File: src/rtl/regfile_seq_pkg.sv
// Shared constants and encodings for the register-file operation sequencer.
package regfile_seq_pkg;

  localparam int unsigned DEF_DW = 16;
  localparam int unsigned DEF_AW = 3;

  typedef enum logic [2:0] {
    OP_ADD = 3'b000,
    OP_SUB = 3'b001,
    OP_AND = 3'b010,
    OP_OR  = 3'b011,
    OP_XOR = 3'b100,
    OP_MOV = 3'b101,
    OP_LDI = 3'b110,
    OP_CMP = 3'b111
  } op_e;

  typedef enum logic [1:0] {
    S_IDLE  = 2'b00,
    S_READ  = 2'b01,
    S_EXEC  = 2'b10,
    S_WRITE = 2'b11
  } state_e;

endpackage

File: src/rtl/seq_alu.sv
// Combinational ALU for the sequencer: result plus carry/borrow for arithmetic ops.
module seq_alu
  import regfile_seq_pkg::*;
#(
  parameter int unsigned DW = DEF_DW
) (
  input  logic [2:0]    i_op,
  input  logic [DW-1:0] i_a,
  input  logic [DW-1:0] i_b,
  input  logic [DW-1:0] i_imm,
  output logic [DW-1:0] o_res,
  output logic          o_carry
);

  logic [DW:0] w_sum;
  logic [DW:0] w_diff;

  // Extended-width add/sub so the top bit is carry-out or borrow (a < b unsigned).
  always_comb begin
    w_sum   = {1'b0, i_a} + {1'b0, i_b};
    w_diff  = {1'b0, i_a} - {1'b0, i_b};
    o_res   = '0;
    o_carry = 1'b0;
    unique case (op_e'(i_op))
      OP_ADD: begin
        o_res   = w_sum[DW-1:0];
        o_carry = w_sum[DW];
      end
      OP_SUB, OP_CMP: begin
        o_res   = w_diff[DW-1:0];
        o_carry = w_diff[DW];
      end
      OP_AND: o_res = i_a & i_b;
      OP_OR:  o_res = i_a | i_b;
      OP_XOR: o_res = i_a ^ i_b;
      OP_MOV: o_res = i_a;
      OP_LDI: o_res = i_imm;
      default: begin
        o_res   = '0;
        o_carry = 1'b0;
      end
    endcase
  end

endmodule

File: src/rtl/regfile_op_seq.sv
// Initiator-side sequencer: one command per handshake, read -> execute -> write back.
module regfile_op_seq
  import regfile_seq_pkg::*;
#(
  parameter int unsigned DW = DEF_DW,
  parameter int unsigned AW = DEF_AW
) (
  input  logic          clk,
  input  logic          rst_n,
  input  logic          cmd_valid,
  output logic          cmd_ready,
  input  logic [2:0]    cmd_op,
  input  logic [AW-1:0] cmd_rd,
  input  logic [AW-1:0] cmd_rs,
  input  logic [AW-1:0] cmd_rt,
  input  logic [DW-1:0] cmd_imm,
  output logic [AW-1:0] RA,
  output logic [AW-1:0] RB,
  input  logic [DW-1:0] busA,
  input  logic [DW-1:0] busB,
  output logic [AW-1:0] RW,
  output logic [DW-1:0] busW,
  output logic          WE,
  output logic          done,
  output logic [DW-1:0] result,
  output logic          zf,
  output logic          cf
);

  state_e        r_state;
  state_e        w_state_next;
  logic          w_fire;

  logic [2:0]    r_op;
  logic [AW-1:0] r_rd;
  logic [DW-1:0] r_imm;
  logic [DW-1:0] r_a;
  logic [DW-1:0] r_b;
  logic [AW-1:0] r_ra;
  logic [AW-1:0] r_rb;
  logic [AW-1:0] r_rw;
  logic [DW-1:0] r_busw;
  logic          r_we;
  logic          r_done;
  logic [DW-1:0] r_result;
  logic          r_zf;
  logic          r_cf;

  logic [DW-1:0] w_res;
  logic          w_carry;

  assign cmd_ready = (r_state == S_IDLE);
  assign w_fire    = cmd_valid & cmd_ready;

  assign RA     = r_ra;
  assign RB     = r_rb;
  assign RW     = r_rw;
  assign busW   = r_busw;
  assign WE     = r_we;
  assign done   = r_done;
  assign result = r_result;
  assign zf     = r_zf;
  assign cf     = r_cf;

  seq_alu #(
    .DW (DW)
  ) u_alu (
    .i_op    (r_op),
    .i_a     (r_a),
    .i_b     (r_b),
    .i_imm   (r_imm),
    .o_res   (w_res),
    .o_carry (w_carry)
  );

  // State register; reset aborts any command in flight.
  always_ff @(posedge clk or negedge rst_n) begin
    if (!rst_n) begin
      r_state <= S_IDLE;
    end else begin
      r_state <= w_state_next;
    end
  end

  // Next-state: fixed four-step walk once a command is accepted.
  always_comb begin
    w_state_next = r_state;
    unique case (r_state)
      S_IDLE:  if (w_fire) w_state_next = S_READ;
      S_READ:  w_state_next = S_EXEC;
      S_EXEC:  w_state_next = S_WRITE;
      S_WRITE: w_state_next = S_IDLE;
      default: w_state_next = S_IDLE;
    endcase
  end

  // Datapath: latch command, capture operands, register result and write-back strobes.
  always_ff @(posedge clk or negedge rst_n) begin
    if (!rst_n) begin
      r_op     <= '0;
      r_rd     <= '0;
      r_imm    <= '0;
      r_a      <= '0;
      r_b      <= '0;
      r_ra     <= '0;
      r_rb     <= '0;
      r_rw     <= '0;
      r_busw   <= '0;
      r_we     <= 1'b0;
      r_done   <= 1'b0;
      r_result <= '0;
      r_zf     <= 1'b0;
      r_cf     <= 1'b0;
    end else begin
      unique case (r_state)
        S_IDLE: begin
          if (w_fire) begin
            r_op  <= cmd_op;
            r_rd  <= cmd_rd;
            r_imm <= cmd_imm;
            r_ra  <= cmd_rs;
            r_rb  <= cmd_rt;
          end
        end
        S_READ: begin
          r_a <= busA;
          r_b <= busB;
        end
        S_EXEC: begin
          r_rw     <= r_rd;
          r_busw   <= w_res;
          // CMP only updates flags/result; the register file is left alone.
          r_we     <= (r_op != OP_CMP);
          r_done   <= 1'b1;
          r_result <= w_res;
          r_zf     <= (w_res == '0);
          r_cf     <= w_carry;
        end
        S_WRITE: begin
          r_we   <= 1'b0;
          r_done <= 1'b0;
        end
        default: begin
          r_we   <= 1'b0;
          r_done <= 1'b0;
        end
      endcase
    end
  end

endmodule

File: config.mk
export PLATFORM = sky130hd
export DESIGN_NAME = regfile_op_seq
export DESIGN_NICKNAME = d
export VERILOG_FILES = /design/src/rtl/regfile_seq_pkg.sv /design/src/rtl/seq_alu.sv /design/src/rtl/regfile_op_seq.sv
export SDC_FILE = /design/constraint.sdc
export NUM_CORES = 1
export LEC_CHECK = 0
export ABC_CLOCK_PERIOD_IN_PS = 7300
export CAP_MARGIN = 0
export CORE_MARGIN = 4
export CORE_UTILIZATION = 55
export CTS_CLUSTER_DIAMETER = 30
export DETAILED_ROUTE_END_ITERATION = 8
export DONT_BUFFER_PORTS = 1
export PLACE_DENSITY = 0.7
export SLEW_MARGIN = 10
export SYNTH_ARGS = -nofsm -noshare
export SYNTH_HDL_FRONTEND = slang
export SYNTH_SLANG_ARGS = --single-unit
File: constraint.sdc
create_clock -name clk -period 7.3 [get_ports clk]
set_input_delay 0 -clock clk [delete_from_list [all_inputs] [get_ports clk]]
set_output_delay 0 -clock clk [all_outputs]
set_load 0.05 [all_outputs]
==> summary.md, run 1 <==
| Metric | Value |
|---|---|
| Max-cap violations | `0` |
| Initial antenna violation count | `0` |
| Final period util | `48.0%` |
| Share of the yosys chip area belonging to registers | `34.1%` |
| GP Congestion | `0.950` |
| Resized cells post-CTS | `0` |
| Final setup violation count | `0` |
| Critical R2R Capture | `zf$_DFFE_PN0P_` |
| Layout Skew | `8.09 ps` |
| Yosys top cell area share | `34.1%` |
| TritonCTS clock tree | `done` |
| Hold endpoint | `r_imm[11]$_DFFE_PN0P_` |
| P&R area growth vs syn | `13.3%` |
| Htree depth | `3` |
| Chip height | `115 um` |
| First-pass GRT wire length | `28,400 um` |
| Most frequent cells in the layout | `85 x dfrtp_1, 74 x nand2_1, 69 x o21ai_0` |
| Clock slew at reported path FFs | `70 ps` |
| Port Buf Inserts | `0` |
| Initial Util | `56.8%` |
| Fillers | `899` |
| Crit Path Class | `reg -> reg` |
| Hold path cells | `2` |
| Post-synthesis cell type count | `73` |
| Mapped cell area | `0.00624 mm2` |
| Most common cell after layout, fill and taps aside | `dfrtp_1` |
| Worst Path Arrival | `3780 ps` |
| CTS Buf Count | `9` |
| Area leader, netlist | `dfrtp_1` |
| CP max FO | `20` |
| HP Class | `in -> reg` |
| Syn_nets | `835` |
| Placed wire-length estimate | `12,400 um` |
| Worst flop-to-flop path startpoint | `r_op[1]$_DFFE_PN0P_` |
| Final hold violations | `0` |
| Post-synth EDFFs | `0` |
| Ant. Diodes | `0` |
| Max-Slew Margin vs Limit | `23.7%` |
| Top FF cell, synth | `dfrtp_1` |
| Num ports | `109` |
| Routed WL | `17,800 um` |
| DR vias | `5,381` |
| Flop-to-flop setup slack | `3800 ps` |
| Min Tclk post-route | `3500 ps` |
| Total GRT Usage | `27.7%` |
| DR WL/cell | `20.2 um` |
| Proportion of layout cells with a drive suffix above 1 | `9.95%` |
| Syn avg cell area | `8.70 um2` |
| CTS sink count | `85` |
| DIE AREA | `0.0131 mm2` |
| Post-DRT Antenna Nets | `0` |
| DRC | `0` |
| Gr ovfl total | `0` |
| R2R depth | `8` |
| Via density per instance | `6.09` |
| Worst Tran Pin Value | `1140 ps` |
| Fmax | `0.285 GHz` |
| Largest net degree at the start of global routing | `86` |
| Synth top area cells | `dfrtp_1 34%, ha_1 10%, mux2_2 6.1%` |
| First-pass DRT Iterations | `5` |
| DR iter-0 viols | `337` |
| RSZ-0062 raised after global routing | `no` |
| Synth Register Bits | `85` |
| Layout net count | `856` |
| Root Buffer | `clkbuf_16` |
| Worst setup EP type | `flip-flop` |
| Run status | `finished, final reports clean` |
| Clk_lat worst skew | `350 ps` |
| Synth async-reset ratio | `100%` |
| # rows | `38` |
| Fin Setup TNS | `0 ps` |
| Die width | `115 um` |
| Synth warn | `0` |
| Vias in the first global route | `5,437` |
| Crit path launch type | `flip-flop` |
| Clock buffer depth | `2` |
| Hold Startpoint | `cmd_valid` |
| Critical path data required time | `7580 ps` |
| Mapped Cells | `718` |
| Fin Hold WS | `61.4 ps` |
| Core area | `0.0110 mm2` |
| Final slew viol count | `0` |
per-stage QoR:
step	utilization [%]	cell area [um2]	instances	setup slack, ps
3_5_place_dp	55.7	6110	805	3880
6_report	64.4	7080	884	3800
2_1_floorplan	-	6240	718	4680
3_3_place_gp	55.7	6110	805	3880
4_1_cts	64.4	7080	884	3850
5_1_grt	64.4	7080	884	3690
routing by layer:
| layer | routed length, um | global-route usage (%) |
|---|---|---|
| met1 | 7370 | 33.8 |
| met2 | 8990 | 48.0 |
| met4 | 608 | 10.4 |
| met5 | 0 | 0 |
| met3 | 876 | 5.55 |
timing repair:
item	CTS	global route
setup buffers	0	0
hold buffers	63	0
hold endpoints to repair	147	0
cell type report:
class	instances	area, um2	area share (%)
flip-flops and latches	85	2130	30.1
repair buffers	68	686	9.69
clock inverters	6	75.1	1.06
well taps	140	175	2.48
clock buffers	10	239	3.38
multi-input cells	519	3560	50.4
inverters	56	210	2.97
critical path, cell delays in order, from the launching register on:
cell,delay (ps)
dfrtp_1,820
nand2b_1,460
and3_1,540
a221o_1,410
a21oi_1,300
nand2_1,100
nor4b_1,450
nand4_1,180
o2bb2ai_1,160
kinds of logic (layout without fill, tap and decap cells):
kind of cell	Yosys count	count (layout)	share of synthesized area, %
simple gates	193	193	13.9
compound gates	220	220	23.0
buf+inv	114	140	8.96
xor+xnor	2	2	0.281
fa+ha+maj	54	54	11.1
mux	50	50	8.70
flops	85	85	34.1
flip-flops by register name (all words and copies together), names as in the netlist, 2 cells and up:
| signal | flops |
|---|---|
| RA | 3 |
| RB | 3 |
| RW | 3 |
| r_a | 16 |
| r_b | 16 |
| r_imm | 16 |
| r_op | 3 |
| r_rd | 3 |
| r_state | 2 |
| result | 16 |
how the worst max path moves through the flow:
stage,startpoint,endpoint,slack (ps),cells past startpoint
after floorplan,r_a[0]$_DFFE_PN0N_,zf$_DFFE_PN0P_,4680,13
after global placement,r_op[1]$_DFFE_PN0P_,zf$_DFFE_PN0P_,3880,8
after detailed placement,r_op[1]$_DFFE_PN0P_,zf$_DFFE_PN0P_,3880,8
after CTS,r_op[1]$_DFFE_PN0P_,zf$_DFFE_PN0P_,3850,8
after global routing,r_op[1]$_DFFE_PN0P_,zf$_DFFE_PN0P_,3690,8
final,r_op[1]$_DFFE_PN0P_,zf$_DFFE_PN0P_,3800,8
synth_stat cells (3+ instances only):
cell type / number
mux2_2: 34
o21bai_1: 3
o31ai_1: 6
a21oi_1: 55
o2bb2ai_1: 3
a221oi_1: 5
nor2b_1: 8
o22ai_1: 5
o21ai_0: 69
a211o_1: 3
mux2i_1: 16
dfrtp_1: 85
a211oi_1: 13
o21a_1: 3
buf_2: 12
inv_1: 56
clkbuf_1: 17
o221ai_1: 4
nor3_1: 12
a22o_1: 3
o21ai_1: 3
or3_1: 4
ha_1: 52
nand3_1: 8
o211ai_1: 4
and3_1: 3
buf_1: 3
a21o_1: 6
buf_6: 5
nand2b_1: 7
buf_4: 21
a221o_1: 3
nand2_1: 74
nor2_1: 62
Power of run 1 is left out: the tool's default activity adds up to more than one toggle a clock period on the data nets, which glitch-free logic cannot reach.
==> inputs of run 2 (changes only) <==
--- a/config.mk
+++ b/config.mk
@@ -5,14 +5,14 @@
 export SDC_FILE = /design/constraint.sdc
 export NUM_CORES = 1
 export LEC_CHECK = 0
-export ABC_CLOCK_PERIOD_IN_PS = 7300
+export ABC_CLOCK_PERIOD_IN_PS = 3150
 export CAP_MARGIN = 0
 export CORE_MARGIN = 4
 export CORE_UTILIZATION = 55
 export CTS_CLUSTER_DIAMETER = 30
 export DETAILED_ROUTE_END_ITERATION = 8
 export DONT_BUFFER_PORTS = 1
-export PLACE_DENSITY = 0.7
+export PLACE_DENSITY = 0.73
 export SLEW_MARGIN = 10
 export SYNTH_ARGS = -nofsm -noshare
 export SYNTH_HDL_FRONTEND = slang
==> constraint.sdc (replaced) <==
create_clock -name clk -period 3.15 [get_ports clk]
set_input_delay 0 -clock clk [delete_from_list [all_inputs] [get_ports clk]]
set_output_delay 0 -clock clk [all_outputs]
set_load 0.05 [all_outputs]
==> run 2 against run 1 <==
  * Register-to-register slack got worse by 3700 ps
  * Clock skew fell by 2.1 ps
  * Global-route usage rose by 0.66 points
  * Routed wire length rose by 1.8%
  * Sequential share of layout area fell by 0.65 points
  * Final cell count rose by 2.0%
  * Core utilization rose by 1.4 points
  * Worst hold slack improved by 150 ps
  * Critical path depth rose by 6
==> summary.md, run 2 (synthesized netlist as in run 1, its figures left out) <==
| Metric | Value |
|---|---|
| Run status | `finished, final reports clean (unchanged)` |
| DIE AREA | `0.0131 mm2 (unchanged)` |
| Via density per instance | `6.01 (was 6.09)` |
| R2R depth | `14 (was 8)` |
| # rows | `38 (unchanged)` |
| Final hold violations | `0 (unchanged)` |
| First-pass DRT Iterations | `6 (was 5)` |
| Ant. Diodes | `0 (unchanged)` |
| Final period util | `96.1% (was 48.0%)` |
| Root Buffer | `clkbuf_16 (unchanged)` |
| TritonCTS clock tree | `done (unchanged)` |
| Layout Skew | `6.03 ps (was 8.09 ps)` |
| Num ports | `109 (unchanged)` |
| Worst Tran Pin Value | `980 ps (was 1140 ps)` |
| First-pass GRT wire length | `29,000 um (was 28,400 um)` |
| Clock buffer depth | `2 (unchanged)` |
| Placed wire-length estimate | `12,700 um (was 12,400 um)` |
| P&R area growth vs syn | `15.9% (was 13.3%)` |
| Final setup violation count | `0 (unchanged)` |
| RSZ-0062 raised after global routing | `yes (was no)` |
| Post-DRT Antenna Nets | `0 (unchanged)` |
| Fin Hold WS | `208 ps (was 61.4 ps)` |
| GP Congestion | `0.908 (was 0.950)` |
| DR WL/cell | `20.1 um (was 20.2 um)` |
| Final slew viol count | `0 (unchanged)` |
| Total GRT Usage | `28.3% (was 27.7%)` |
| Vias in the first global route | `5,493 (was 5,437)` |
| Fin Setup TNS | `0 ps (unchanged)` |
| Gr ovfl total | `0 (unchanged)` |
| Htree depth | `3 (unchanged)` |
| DR iter-0 viols | `413 (was 337)` |
| Port Buf Inserts | `0 (unchanged)` |
| Largest net degree at the start of global routing | `86 (unchanged)` |
| Routed WL | `18,200 um (was 17,800 um)` |
| Crit path launch type | `flip-flop (unchanged)` |
| CP max FO | `3 (was 20)` |
| Layout net count | `874 (was 856)` |
| Die width | `115 um (unchanged)` |
| Fmax | `0.330 GHz (was 0.285 GHz)` |
| Initial antenna violation count | `0 (unchanged)` |
| Clock slew at reported path FFs | `60 ps (was 70 ps)` |
| Worst Path Arrival | `3300 ps (was 3780 ps)` |
| Register area | `0.00213 mm2 (unchanged)` |
| Max-cap violations | `0 (unchanged)` |
| HP Class | `in -> async (was in -> reg)` |
| Flop-to-flop setup slack | `120 ps (was 3800 ps)` |
| Core area | `0.0110 mm2 (unchanged)` |
| Proportion of layout cells with a drive suffix above 1 | `13.3% (was 9.95%)` |
| Max-Slew Margin vs Limit | `34.6% (was 23.7%)` |
| Worst setup EP type | `flip-flop (unchanged)` |
| Most frequent cells in the layout | `85 x dfrtp_1, 74 x nand2_1, 68 x o21ai_0 (was 85 x dfrtp_1, 74 x nand2_1, 69 x o21ai_0)` |
| CTS Buf Count | `9 (unchanged)` |
| Most common cell after layout, fill and taps aside | `dfrtp_1 (unchanged)` |
| DRC | `0 (unchanged)` |
| Fillers | `886 (was 899)` |
| DR vias | `5,421 (was 5,381)` |
| Area of the multi-input gates | `0.00361 mm2 (was 0.00356 mm2)` |
| Clk_lat worst skew | `350 ps (about the same)` |
| Critical path data required time | `3420 ps (was 7580 ps)` |
| Min Tclk post-route | `3030 ps (was 3500 ps)` |
| Initial Util | `56.8% (unchanged)` |
| Crit Path Class | `reg -> reg (unchanged)` |
| CTS sink count | `85 (unchanged)` |
| Chip height | `115 um (unchanged)` |
==> run 2: metrics by stage <==
step	worst slack (ps)	cells	util, %	instance area [um2]
2_1_floorplan	525	718	-	6240
3_3_place_gp	137	819	56.7	6230
3_5_place_dp	73.2	819	56.7	6230
4_1_cts	62.9	898	65.1	7150
5_1_grt	-121	902	65.9	7230
6_report	122	902	65.9	7230
==> run 2: critical path, cell delays in order, from the launching register on <==
cell       delay, ps
dfrtp_1          390
buf_4            130
ha_1             250
inv_1             90
fa_1             180
nand2b_1         150
a21oi_1          100
or3b_1           390
a21oi_1          220
mux2i_1          110
a311oi_1         330
buf_4            180
and4b_1          180
nand4_1           90
o2bb2ai_1        160
==> run 2: layer usage <==
layer | GRT usage (%) | part of all wire, %
met1 | 35.5 | 41
met2 | 48.4 | 51
met3 | 4.76 | 5.1
met4 | 11.5 | 3.3
met5 | 0 | 0
==> run 2: final timing paths <==
path | start | end
worst max-delay path | r_a[0]$_DFFE_PN0N_ | zf$_DFFE_PN0P_
worst min-delay path | rst_n | r_b[10]$_DFFE_PN0N_
worst max register to register | r_a[0]$_DFFE_PN0N_ | zf$_DFFE_PN0P_
worst min register to register | r_rd[2]$_DFFE_PN0P_ | RW[2]$_DFFE_PN0P_
max in group asynchronous | rst_n | r_a[5]$_DFFE_PN0N_
min in group clk | cmd_valid | r_rd[1]$_DFFE_PN0P_
==> run 2: layout make-up <==
cell class / instances / share of cell area, %
sequential: 85 / 29.4
clock buffer: 9 / 3.11
clock inverter: 7 / 0.675
tap: 140 / 2.42
multi-input combinational: 519 / 50.0
timing repair buffer: 86 / 11.5
inverter: 56 / 2.91
==> run 2: what timing repair did <==
action,4_1_cts,5_1_grt
setup endpoints to repair,0,4
resized for setup,0,14
hold buffers,63,0
endpoints found under the hold margin,147,0
buffers inserted,0,4
Power of run 2 is left out for the same reason.
